## src/rtl/mac_burst_scheduler.sv

```systemverilog
// mac_burst_scheduler: one shared multiply-accumulate datapath serving NUM_REQ requesters.
// A requester owns the datapath for a whole burst. Bursts are arbitrated round-robin, and
// each burst yields one tagged dot-product result on a valid/ready output channel.
module mac_burst_scheduler #(
   parameter int unsigned DATA_WIDTH = 16,
   parameter int unsigned NUM_REQ    = 2,
   parameter int unsigned ID_W       = 1,
   parameter int unsigned CNT_W      = 8
) (
   input  logic                          clk,
   input  logic                          rst_n,
   input  logic [NUM_REQ-1:0]            req_valid,
   output logic [NUM_REQ-1:0]            req_ready,
   input  logic [NUM_REQ*DATA_WIDTH-1:0] req_a,
   input  logic [NUM_REQ*DATA_WIDTH-1:0] req_b,
   input  logic [NUM_REQ-1:0]            req_last,
   output logic                          out_valid,
   input  logic                          out_ready,
   output logic [2*DATA_WIDTH-1:0]       out_data,
   output logic [ID_W-1:0]               out_id,
   output logic [CNT_W-1:0]              out_beats
);

   localparam int unsigned AccW = 2 * DATA_WIDTH;

   typedef enum logic [1:0] {
      StIdle,
      StBusy,
      StDone
   } state_e;

   state_e              r_state;
   state_e              w_state_next;
   logic [ID_W-1:0]     r_grant;
   logic [ID_W-1:0]     r_rr_last;
   logic [AccW-1:0]     r_acc;
   logic [CNT_W-1:0]    r_cnt;
   logic [AccW-1:0]     r_out_data;
   logic [ID_W-1:0]     r_out_id;
   logic [CNT_W-1:0]    r_out_beats;

   logic [ID_W-1:0]       w_pick;
   logic                  w_found;
   logic                  w_any_valid;
   logic                  w_start;
   logic [DATA_WIDTH-1:0] w_a;
   logic [DATA_WIDTH-1:0] w_b;
   logic                  w_valid_g;
   logic                  w_last_g;
   logic [AccW-1:0]       w_prod;
   logic [AccW-1:0]       w_sum;
   logic [CNT_W-1:0]      w_cnt_inc;
   logic                  w_beat;
   logic                  w_accept;

   assign w_any_valid = |req_valid;
   assign w_start     = (r_state == StIdle) && w_any_valid;
   assign out_valid   = (r_state == StDone);
   assign w_accept    = out_valid && out_ready;

   // Round-robin pick: first valid index above rr_last, then wrap to the low indices.
   always_comb begin
      w_pick  = '0;
      w_found = 1'b0;
      for (int j = 0; j < int'(NUM_REQ); j++) begin
         if (!w_found && req_valid[j] && (j > int'(r_rr_last))) begin
            w_pick  = ID_W'(j);
            w_found = 1'b1;
         end
      end
      for (int j = 0; j < int'(NUM_REQ); j++) begin
         if (!w_found && req_valid[j] && (j <= int'(r_rr_last))) begin
            w_pick  = ID_W'(j);
            w_found = 1'b1;
         end
      end
   end

   // Select the granted requester's beat; everyone else's operands are ignored.
   always_comb begin
      w_a       = '0;
      w_b       = '0;
      w_valid_g = 1'b0;
      w_last_g  = 1'b0;
      for (int j = 0; j < int'(NUM_REQ); j++) begin
         if (r_grant == ID_W'(j)) begin
            w_a       = req_a[j*DATA_WIDTH +: DATA_WIDTH];
            w_b       = req_b[j*DATA_WIDTH +: DATA_WIDTH];
            w_valid_g = req_valid[j];
            w_last_g  = req_last[j];
         end
      end
   end

   // Ready is one-hot on the granted requester while a burst is open, zero otherwise.
   always_comb begin
      req_ready = '0;
      if (r_state == StBusy) begin
         for (int j = 0; j < int'(NUM_REQ); j++) begin
            req_ready[j] = (r_grant == ID_W'(j));
         end
      end
   end

   // Unsigned full-width product; the sum wraps modulo 2**AccW.
   assign w_prod    = {{DATA_WIDTH{1'b0}}, w_a} * {{DATA_WIDTH{1'b0}}, w_b};
   assign w_sum     = r_acc + w_prod;
   assign w_cnt_inc = (&r_cnt) ? r_cnt : r_cnt + 1'b1;
   assign w_beat    = (r_state == StBusy) && w_valid_g;

   // Next-state logic for the IDLE -> BUSY -> DONE -> IDLE burst cycle.
   always_comb begin
      w_state_next = r_state;
      unique case (r_state)
         StIdle: begin
            if (w_any_valid) begin
               w_state_next = StBusy;
            end
         end
         StBusy: begin
            if (w_beat && w_last_g) begin
               w_state_next = StDone;
            end
         end
         StDone: begin
            if (out_ready) begin
               w_state_next = StIdle;
            end
         end
         default: w_state_next = StIdle;
      endcase
   end

   // State register.
   always_ff @(posedge clk or negedge rst_n) begin
      if (!rst_n) begin
         r_state <= StIdle;
      end else begin
         r_state <= w_state_next;
      end
   end

   // Grant and round-robin pointer; rr_last only moves once the result is taken.
   always_ff @(posedge clk or negedge rst_n) begin
      if (!rst_n) begin
         r_grant   <= '0;
         r_rr_last <= ID_W'(NUM_REQ - 1);
      end else begin
         if (w_start) begin
            r_grant <= w_pick;
         end
         if (w_accept) begin
            r_rr_last <= r_grant;
         end
      end
   end

   // Accumulator and saturating beat counter, cleared when a new burst is granted.
   always_ff @(posedge clk or negedge rst_n) begin
      if (!rst_n) begin
         r_acc <= '0;
         r_cnt <= '0;
      end else if (w_start) begin
         r_acc <= '0;
         r_cnt <= '0;
      end else if (w_beat && !w_last_g) begin
         r_acc <= w_sum;
         r_cnt <= w_cnt_inc;
      end
   end

   // Result registers, loaded on the last beat and held until the next burst finishes.
   always_ff @(posedge clk or negedge rst_n) begin
      if (!rst_n) begin
         r_out_data  <= '0;
         r_out_id    <= '0;
         r_out_beats <= '0;
      end else if (w_beat && w_last_g) begin
         r_out_data  <= w_sum;
         r_out_id    <= r_grant;
         r_out_beats <= w_cnt_inc;
      end
   end

   assign out_data  = r_out_data;
   assign out_id    = r_out_id;
   assign out_beats = r_out_beats;

endmodule
```

## config.mk

```make
export PLATFORM = sky130hd
export DESIGN_NAME = mac_burst_scheduler
export DESIGN_NICKNAME = d
export VERILOG_FILES = /design/src/rtl/mac_burst_scheduler.sv
export SDC_FILE = /design/constraint.sdc
export NUM_CORES = 1
export LEC_CHECK = 0
export ABC_AREA = 1
export CAP_MARGIN = 20
export CORE_UTILIZATION = 45
export DETAILED_ROUTE_END_ITERATION = 8
export PLACE_DENSITY = 0.75
export SLEW_MARGIN = 20
export SYNTH_ARGS = -nofsm -noshare
export SYNTH_HDL_FRONTEND = slang
export SYNTH_SLANG_ARGS = --single-unit
```

## constraint.sdc

```tcl
create_clock -name clk -period 7.9 [get_ports clk]
set_input_delay 1.185 -clock clk [delete_from_list [all_inputs] [get_ports clk]]
set_output_delay 1.185 -clock clk [all_outputs]
set_load 0.005 [all_outputs]
```

# == After elaboration in Yosys (flattened, before gate mapping) ==
# Index checks and enable logic that the tools add are counted.
# word_totals
regBits,85
input_bits,71
output_inout_bits,44
word_cells,54
# classes
addsub,2
mul,1
n_lt_le_gt_ge,2
n_eq_ne,5
mux,18
bitwise,1
n_reduce_logical,17
# ops
cell,n
32-bit 2-to-1 mux,2
32-bit adder,1
16-bit by 16-bit multiplier with 32-bit output,1
16-bit 2-to-1 mux,2
8-bit 2-to-1 mux,3
1-bit logical AND,9
"8-bit by 1-bit adder with 8-bit output, second input constant",1
2-bit 2-to-1 mux,4
8-bit AND reduction,1
1-bit 2-to-1 mux,6
2-bit case mux with 3 select lines,1
"2-bit by 1-bit != test with 1-bit output, second input constant",2
1-bit logical NOT,3
3-bit AND reduction,1
"2-bit by 1-bit == test with 1-bit output, second input constant",1
"2-bit == test, second input constant",1
2-bit logical NOT,1
"2-bit != test, second input constant",1
2-bit nonzero test,1
2-bit OR reduction,1
"1-bit > comparator, first input constant",1
"1-bit less-or-equal comparator, first input constant",1
1-bit NOT,1

# == Logic depth before layout (Yosys ltp) ==
# Gate-level depths: netlist of run 1.
# depth
depth_word,10
mapped_depth,31
ltp_nobuf,28

# == Least setup slack after synthesis of run 1 ==
# No wires, ideal clock.
# synth_path
path_type,input port to flip-flop
startpoint,input port req_a[25]
endpoint,register r_acc[13]
arrival_time_ns,6.163
required_time_ns,7.773
setup_slack_ns,1.611
cell_stages,22
path_buffers,0
cell_sequence,or2_2 > o21ai_2 > clkinv_1 > nand2_1 > fa_1 > fa_1 > fa_1 > fa_1 > inv_1 > fa_1 > inv_1 > fa_1 > inv_1 > ha_1 > nand2_1 > inv_1 > nand2_1 > nand2_1 > nand3b_1 > or2_2 > nand3_1 > o21ai_0
# synth_via
elab_chain_len,5
# synth_lines
item,line_no,text
start: declaration,14,"input logic [NUM_REQ*DATA_WIDTH-1:0] req_a,"
16-bit 2-to-1 mux,86,if (r_grant == ID_W'(j)) begin
16-bit by 16-bit multiplier with 32-bit output,106,"assign w_prod = {{DATA_WIDTH{1'b0}}, w_a} * {{DATA_WIDTH{1'b0}}, w_b};"
32-bit adder,107,assign w_sum = r_acc + w_prod;
32-bit 2-to-1 mux,166,end else if (w_beat && !w_last_g) begin
32-bit 2-to-1 mux,163,end else if (w_start) begin
end signal: assignment,167,r_acc <= w_sum;
end: declaration,36,logic [AccW-1:0] r_acc;
# Every way passes these cells. The select of a mux whose other input is x is not followed.
# A chain may end at the register's enable or synchronous reset.

# == Worst setup path after layout of run 1 ==
# layout_path
startpoint,input port req_a[25]
endpoint,register r_out_data[19] (netlist: out_data[19])
# layout_via
elab_chain_len,3
# layout_lines
item,line_no,text
16-bit 2-to-1 mux,86,
16-bit by 16-bit multiplier with 32-bit output,106,
32-bit adder,107,
end signal: assignment,179,r_out_data <= w_sum;
end: declaration,38,logic [AccW-1:0] r_out_data;
# Every way passes these cells.

==> results.py, run 1 <==
metrics = {
    "outcome": {
        "status": "completed",
    },
    "cts": {
        "clock_path_buffers": 2,
        "numCtsBuffers": 9,
        "htree_levels": 3,
        "cts_tree": "done",
        "cts_root_buffer": "clkbuf_16",
        "clock-sinks": 85,
        "post_cts_buffers": 0,
        "cts_resized": 0,
        "clkSlewWorstSetupHoldPaths_ns": 0.08,
        "hold_buffers": 0,
        "clk_latency_ns": 0.36,
    },
    "yosys": {
        "synth_top_cell_area_share_pct": 32.68,
        "post-synth-top-count-cell": "nand2_1",
        "synthTopCellsByArea": "fa_1, dfrtp_1, nand2_1",
        "synth-seq-area-share_pct": 15.44,
        "synth.avg_cell_area_um2": 7.628,
        "syn_area_mm2": 0.01378,
        "synth_nets": 2203,
        "async_flop_share_pct": 100.0,
        "netlist_instances": 1807,
        "yosysUniqueCellTypes": 33,
        "ys_seq_elements": 85,
        "synth_edf_count": 0,
        "ys.flop_type": "dfrtp_1",
        "post-synth-top-area-cell": "fa_1",
        "yosys_warnings": 0,
        "ys_top_cells_by_count": "nand2_1, inv_1, fa_1",
    },
    "critical_path": {
        "path_class": "primary input to register",
        "r2r-start": "r_grant",
        "required_ns": 8.14,
        "crit_start": "req_a[25]",
        "cp_max_fo": 10,
        "end_kind": "register",
        "cp.arrival_ns": 7.35,
        "critPathLaunchType": "primary input",
    },
    "timing": {
        "fin_crit_sh_pct": 90.00,
        "maxSlewHeadroom_pct": 42.64,
        "fin_hold_ws_ns": 0.4784,
        "rsz0062_at_grt": "no",
        "fmax_ghz": 0.1406,
        "hold_viol_final": 0,
        "skew_ns": 0.01322,
        "maxSlewViolCount": 0,
        "setup_ws_ns": 0.7901,
        "finalSetupTns_ns": 0,
        "worst_slew_pin_slew_ns": 0.8592,
        "setup_viol": 0,
        "period_minus_slack_ns": 7.110,
    },
    "min_path": {
        "hold_class": "register to register",
        "hp-start": "out_data[0]",
    },
    "layout": {
        "num_antenna_cells": 0,
        "area_growth_pct": 13.36,
        "n_fill_cell": 2841,
        "utilization_pct": 52.31,
        "drive_gt1_share_pct": 6.371,
        "layout.nets": 2306,
    },
    "placement": {
        "dpl.hpwl_um": 31770,
        "place_ws_ns": 0.5524,
        "io_buffers": 114,
        "place.gp.congestion": 1.033,
    },
    "routing": {
        "wl_met2_um": 17350,
        "dr.pass1.iters": 6,
        "vias": 11620,
        "wl_um": 38360,
        "drc_errors": 0,
        "wl_per_cell_um": 16.64,
        "antenna_left": 0,
        "drt-met1-wl_um": 16940,
        "topRoutingLayerUsed": "met4",
        "wl_met3_um": 2982,
        "viasPerCell": 5.041,
        "drtIter0Drc": 1006,
    },
    "global_routing": {
        "gr-usage-all-layers_pct": 26.10,
        "grt_pass1_wl_um": 63060,
        "grt_pass1_vias": 11920,
        "grt_max_degree": 52,
        "grt_overflow": 0,
        "antenna_found_initial": 0,
    },
    "die": {
        "die_h_um": 177.0,
        "num_rows": 63,
        "dieArea_mm2": 0.03134,
        "start_util_pct": 46.14,
        "coreArea_mm2": 0.02987,
        "pin_count": 115,
        "dieWidth_um": 177.0,
    },
    "job": {
        "drv_cap": 0,
    },
}
==> cell usage in the layout, fill, tap and decap left out, types with 7 or more instances in the layout <==
cell type        count
nand3_1             63
fa_1               225
o22ai_1              7
o21ai_1             14
or2_2               34
inv_1              455
xor2_1              10
a21oi_1             19
o21ai_0             20
nor2_1             177
ha_1               100
clkbuf_16            9
o21ai_2             27
clkdlybuf4s50_1    113
buf_4               15
nand3b_1            10
dfrtp_1             83
inv_2               20
nand2_1            478
==> stage by stage <==
stage	area, µm²	std cells
2_1_floorplan	13780	1807
3_3_place_gp	15310	2289
3_5_place_dp	15310	2289
4_1_cts	15630	2305
5_1_grt	15630	2305
6_report	15630	2305
==> state kept, by name (all words and copies together) (netlist names) <==
| register | count |
|---|---|
| r_acc | 32 |
| r_state | 2 |
| r_rr_last | 1 |
| out_beats | 8 |
| out_data | 32 |
| r_grant | 1 |
| r_cnt | 8 |
| out_id | 1 |
==> path summary, 6_finish.rpt <==
kind | to | slack (ns) | cells after the start
hold / removal | out_data[0] | 0.48 | 2
setup reg to reg | out_data[19] | 1.01 | 22
min in group asynchronous | out_beats[6] | 0.81 | 1
hold reg to reg | out_data[0] | 0.48 | 2
max in group asynchronous | r_grant | 6.07 | 2
setup / recovery | out_data[19] | 0.79 | 22
==> metal layers <==
layer	vias up	GRT usage [%]
met2	484	40.85
met3	67	3.608
met4	0	8.261
met5	-	0
met1	5626	37.32
li1	5442	-
==> worst max-delay path, stage by stage <==
cell	delay, ns
clkdlybuf4s50_1	0.39
or2_2	0.30
o21ai_2	0.16
clkinv_1	0.43
nand2_1	0.21
fa_1	0.42
inv_1	0.08
fa_1	0.45
fa_1	0.61
fa_1	0.48
fa_1	0.53
inv_1	0.06
fa_1	0.49
inv_1	0.04
ha_1	0.37
nand2_1	0.12
nor2_1	0.23
nand2_1	0.15
a21oi_1	0.27
o21ai_0	0.16
nand3_1	0.14
nand2_1	0.07
==> logic make-up (layout without fill, tap and decap cells) <==
family | Yosys count | count (layout) | synth area share (%)
simple gates | 774 | 774 | 22.92
xor+xnor | 14 | 14 | 0.8895
compound gates | 95 | 95 | 4.430
buf+inv | 514 | 622 | 14.57
fa+ha+maj | 325 | 325 | 41.75
flops | 85 | 85 | 15.44
==> cell type report <==
type / count / area (µm²) / share of cell area, %
tap: 390 / 488.0 / 3.123
clock inverter: 7 / 92.59 / 0.5925
sequential: 85 / 2130 / 13.63
inverter: 478 / 1799 / 11.51
clock buffer: 9 / 225.2 / 1.441
timing repair buffer: 128 / 1244 / 7.959
multi-input combinational: 1208 / 9648 / 61.74
Power of run 1 is not shown: default switching activity piles up to over one toggle a cycle in this logic, so the estimate is an artifact.
==> run 2: changes to the inputs <==
- ABC_AREA: 1 -> 0
- GPL_TIMING_DRIVEN: unset -> 0
- PLACE_DENSITY: 0.75 -> 0.76
==> results.py, run 2 <==
metrics = {
    "global_routing": {
        "antenna_found_initial": 0,
        "grt_pass1_vias": 11310,
        "gr-usage-all-layers_pct": 25.32,
        "grt_pass1_wl_um": 60150,
        "grt_overflow": 0,
        "grt_max_degree": 59,
    },
    "timing": {
        "finalSetupTns_ns": 0,
        "maxSlewHeadroom_pct": 22.61,
        "hold_viol_final": 0,
        "fin_crit_sh_pct": 96.55,
        "setup_viol": 0,
        "skew_ns": 0.01018,
        "fmax_ghz": 0.1311,
        "worst_slew_pin_slew_ns": 1.129,
        "period_minus_slack_ns": 7.627,
        "maxSlewViolCount": 0,
        "rsz0062_at_grt": "no",
    },
    "die": {
        "die_h_um": 174.2,
        "num_rows": 62,
        "pin_count": 115,
        "coreArea_mm2": 0.02894,
        "dieArea_mm2": 0.03035,
        "start_util_pct": 46.12,
        "dieWidth_um": 174.2,
    },
    "layout": {
        "drive_gt1_share_pct": 7.244,
        "regArea_mm2": 0.002128,
        "area_growth_pct": 15.49,
        "num_antenna_cells": 0,
        "final_cell_mix": "inv_1, fa_1, nand2_1",
        "multi_input_area_mm2": 0.009877,
        "layout_commonest_cell": "inv_1",
        "n_fill_cell": 2617,
        "layout.nets": 2020,
    },
    "cts": {
        "clk_latency_ns": 0.35,
        "cts_root_buffer": "clkbuf_16",
        "htree_levels": 3,
        "clock_path_buffers": 2,
        "cts_resized": 10,
        "clkSlewWorstSetupHoldPaths_ns": 0.07,
        "hold_buffers": 0,
        "cts_tree": "done",
        "post_cts_buffers": 0,
        "clock-sinks": 85,
        "numCtsBuffers": 9,
    },
    "yosys": {
        "synth-seq-area-share_pct": 15.95,
        "ys_top_cells_by_count": "inv_1, fa_1, nand2_1",
        "synthTopCellsByArea": "fa_1, dfrtp_1, inv_1",
        "syn_area_mm2": 0.01334,
        "post-synth-top-area-cell": "fa_1",
        "synth_nets": 1894,
        "synth.avg_cell_area_um2": 8.908,
        "post-synth-top-count-cell": "inv_1",
        "async_flop_share_pct": 100.0,
        "synth_top_cell_area_share_pct": 33.76,
        "yosysUniqueCellTypes": 55,
        "yosys_warnings": 0,
        "ys.flop_type": "dfrtp_1",
        "ys_seq_elements": 85,
        "netlist_instances": 1498,
        "synth_edf_count": 0,
    },
    "outcome": {
        "status": "completed",
    },
    "critical_path": {
        "cp.arrival_ns": 7.91,
        "path_class": "primary input to register",
        "cp_max_fo": 10,
        "end_kind": "register",
        "critPathLaunchType": "primary input",
        "required_ns": 8.18,
    },
    "job": {
        "drv_cap": 0,
    },
    "routing": {
        "wl_per_cell_um": 18.27,
        "vias": 10730,
        "antenna_left": 0,
        "drc_errors": 0,
        "drtIter0Drc": 766,
        "wl_um": 36770,
        "viasPerCell": 5.332,
        "dr.pass1.iters": 6,
    },
    "placement": {
        "io_buffers": 114,
        "dpl.hpwl_um": 31290,
        "place.gp.congestion": 0.9805,
    },
    "min_path": {
        "hold_class": "register to register",
    },
}
[run 2: final cells by class]
type                    count  share of cell area [%]
multi-input cells        1031                   64.09
inverters                 334                   8.135
repair buffers            116                   7.616
flip-flops and latches     85                   13.81
plain buffers              47                   1.340
clock buffers              10                   1.551
well taps                 384                   3.118
clock inverters             6                  0.3410
[run 2: logic make-up after synthesis]
kind of cell | after synthesis | synth area share, %
buffers and inverters | 382 | 10.89
flip-flops | 85 | 15.95
XOR/XNOR | 28 | 1.838
multiplexers | 80 | 6.432
AND/OR/NAND/NOR | 434 | 13.47
AO/OA/AOI/OAI | 164 | 8.289
adder cells (fa/ha/maj) | 325 | 43.13
[run 2: worst max-delay path, stage by stage]
cell             delay (ns)
clkdlybuf4s50_1        0.44
mux2i_4                0.36
clkbuf_1               0.42
nor2_1                 0.12
fa_1                   0.51
inv_1                  0.05
fa_1                   0.47
fa_1                   0.52
inv_1                  0.06
fa_1                   0.55
fa_1                   0.52
inv_1                  0.05
fa_1                   0.47
inv_1                  0.05
ha_1                   0.25
buf_2                  0.19
nand2_1                0.08
or3_1                  0.37
a21oi_1                0.31
o21ai_2                0.14
nor4b_2                0.20
nor3_2                 0.36
mux2_2                 0.22
[run 2: path summary, 6_finish.rpt]
path,slack [ns],endpoint,from,cells after the start
worst max-delay path,0.27,out_data[26],req_b[6],23
worst min-delay path,0.48,out_data[13],out_data[13],2
worst max register to register,0.33,out_data[29],r_grant,23
worst min register to register,0.48,out_data[13],out_data[13],2
max in group asynchronous,6.46,r_rr_last,rst_n,2
min in group asynchronous,0.77,out_data[28],rst_n,1
[run 2: per-stage QoR]
step                      util (%)  cells  setup slack [ns]  instance area (µm²)  hold slack (ns)
after CTS                    52.94   2013          0.005577                15320           0.4805
after global placement       51.72   1996           -0.5507                14970           0.4671
final                        53.26   2013            0.2726                15410           0.4787
after floorplan                  -   1498             1.008                13340           0.4485
after global routing         53.26   2013          0.003832                15410           0.5044
after detailed placement     51.81   1997           -0.5896                14990           0.4627
[run 2: per-layer routing]
layer  track usage, %  part of all wire [%]  vias up
met3            4.615                   7.4       69
li1                 -                     -     4879
met5                0                     0        -
met2            41.30                    47      431
met1            34.38                    43     5354
met4            7.420                   2.3        0
Power of run 2 is left out for the same reason.
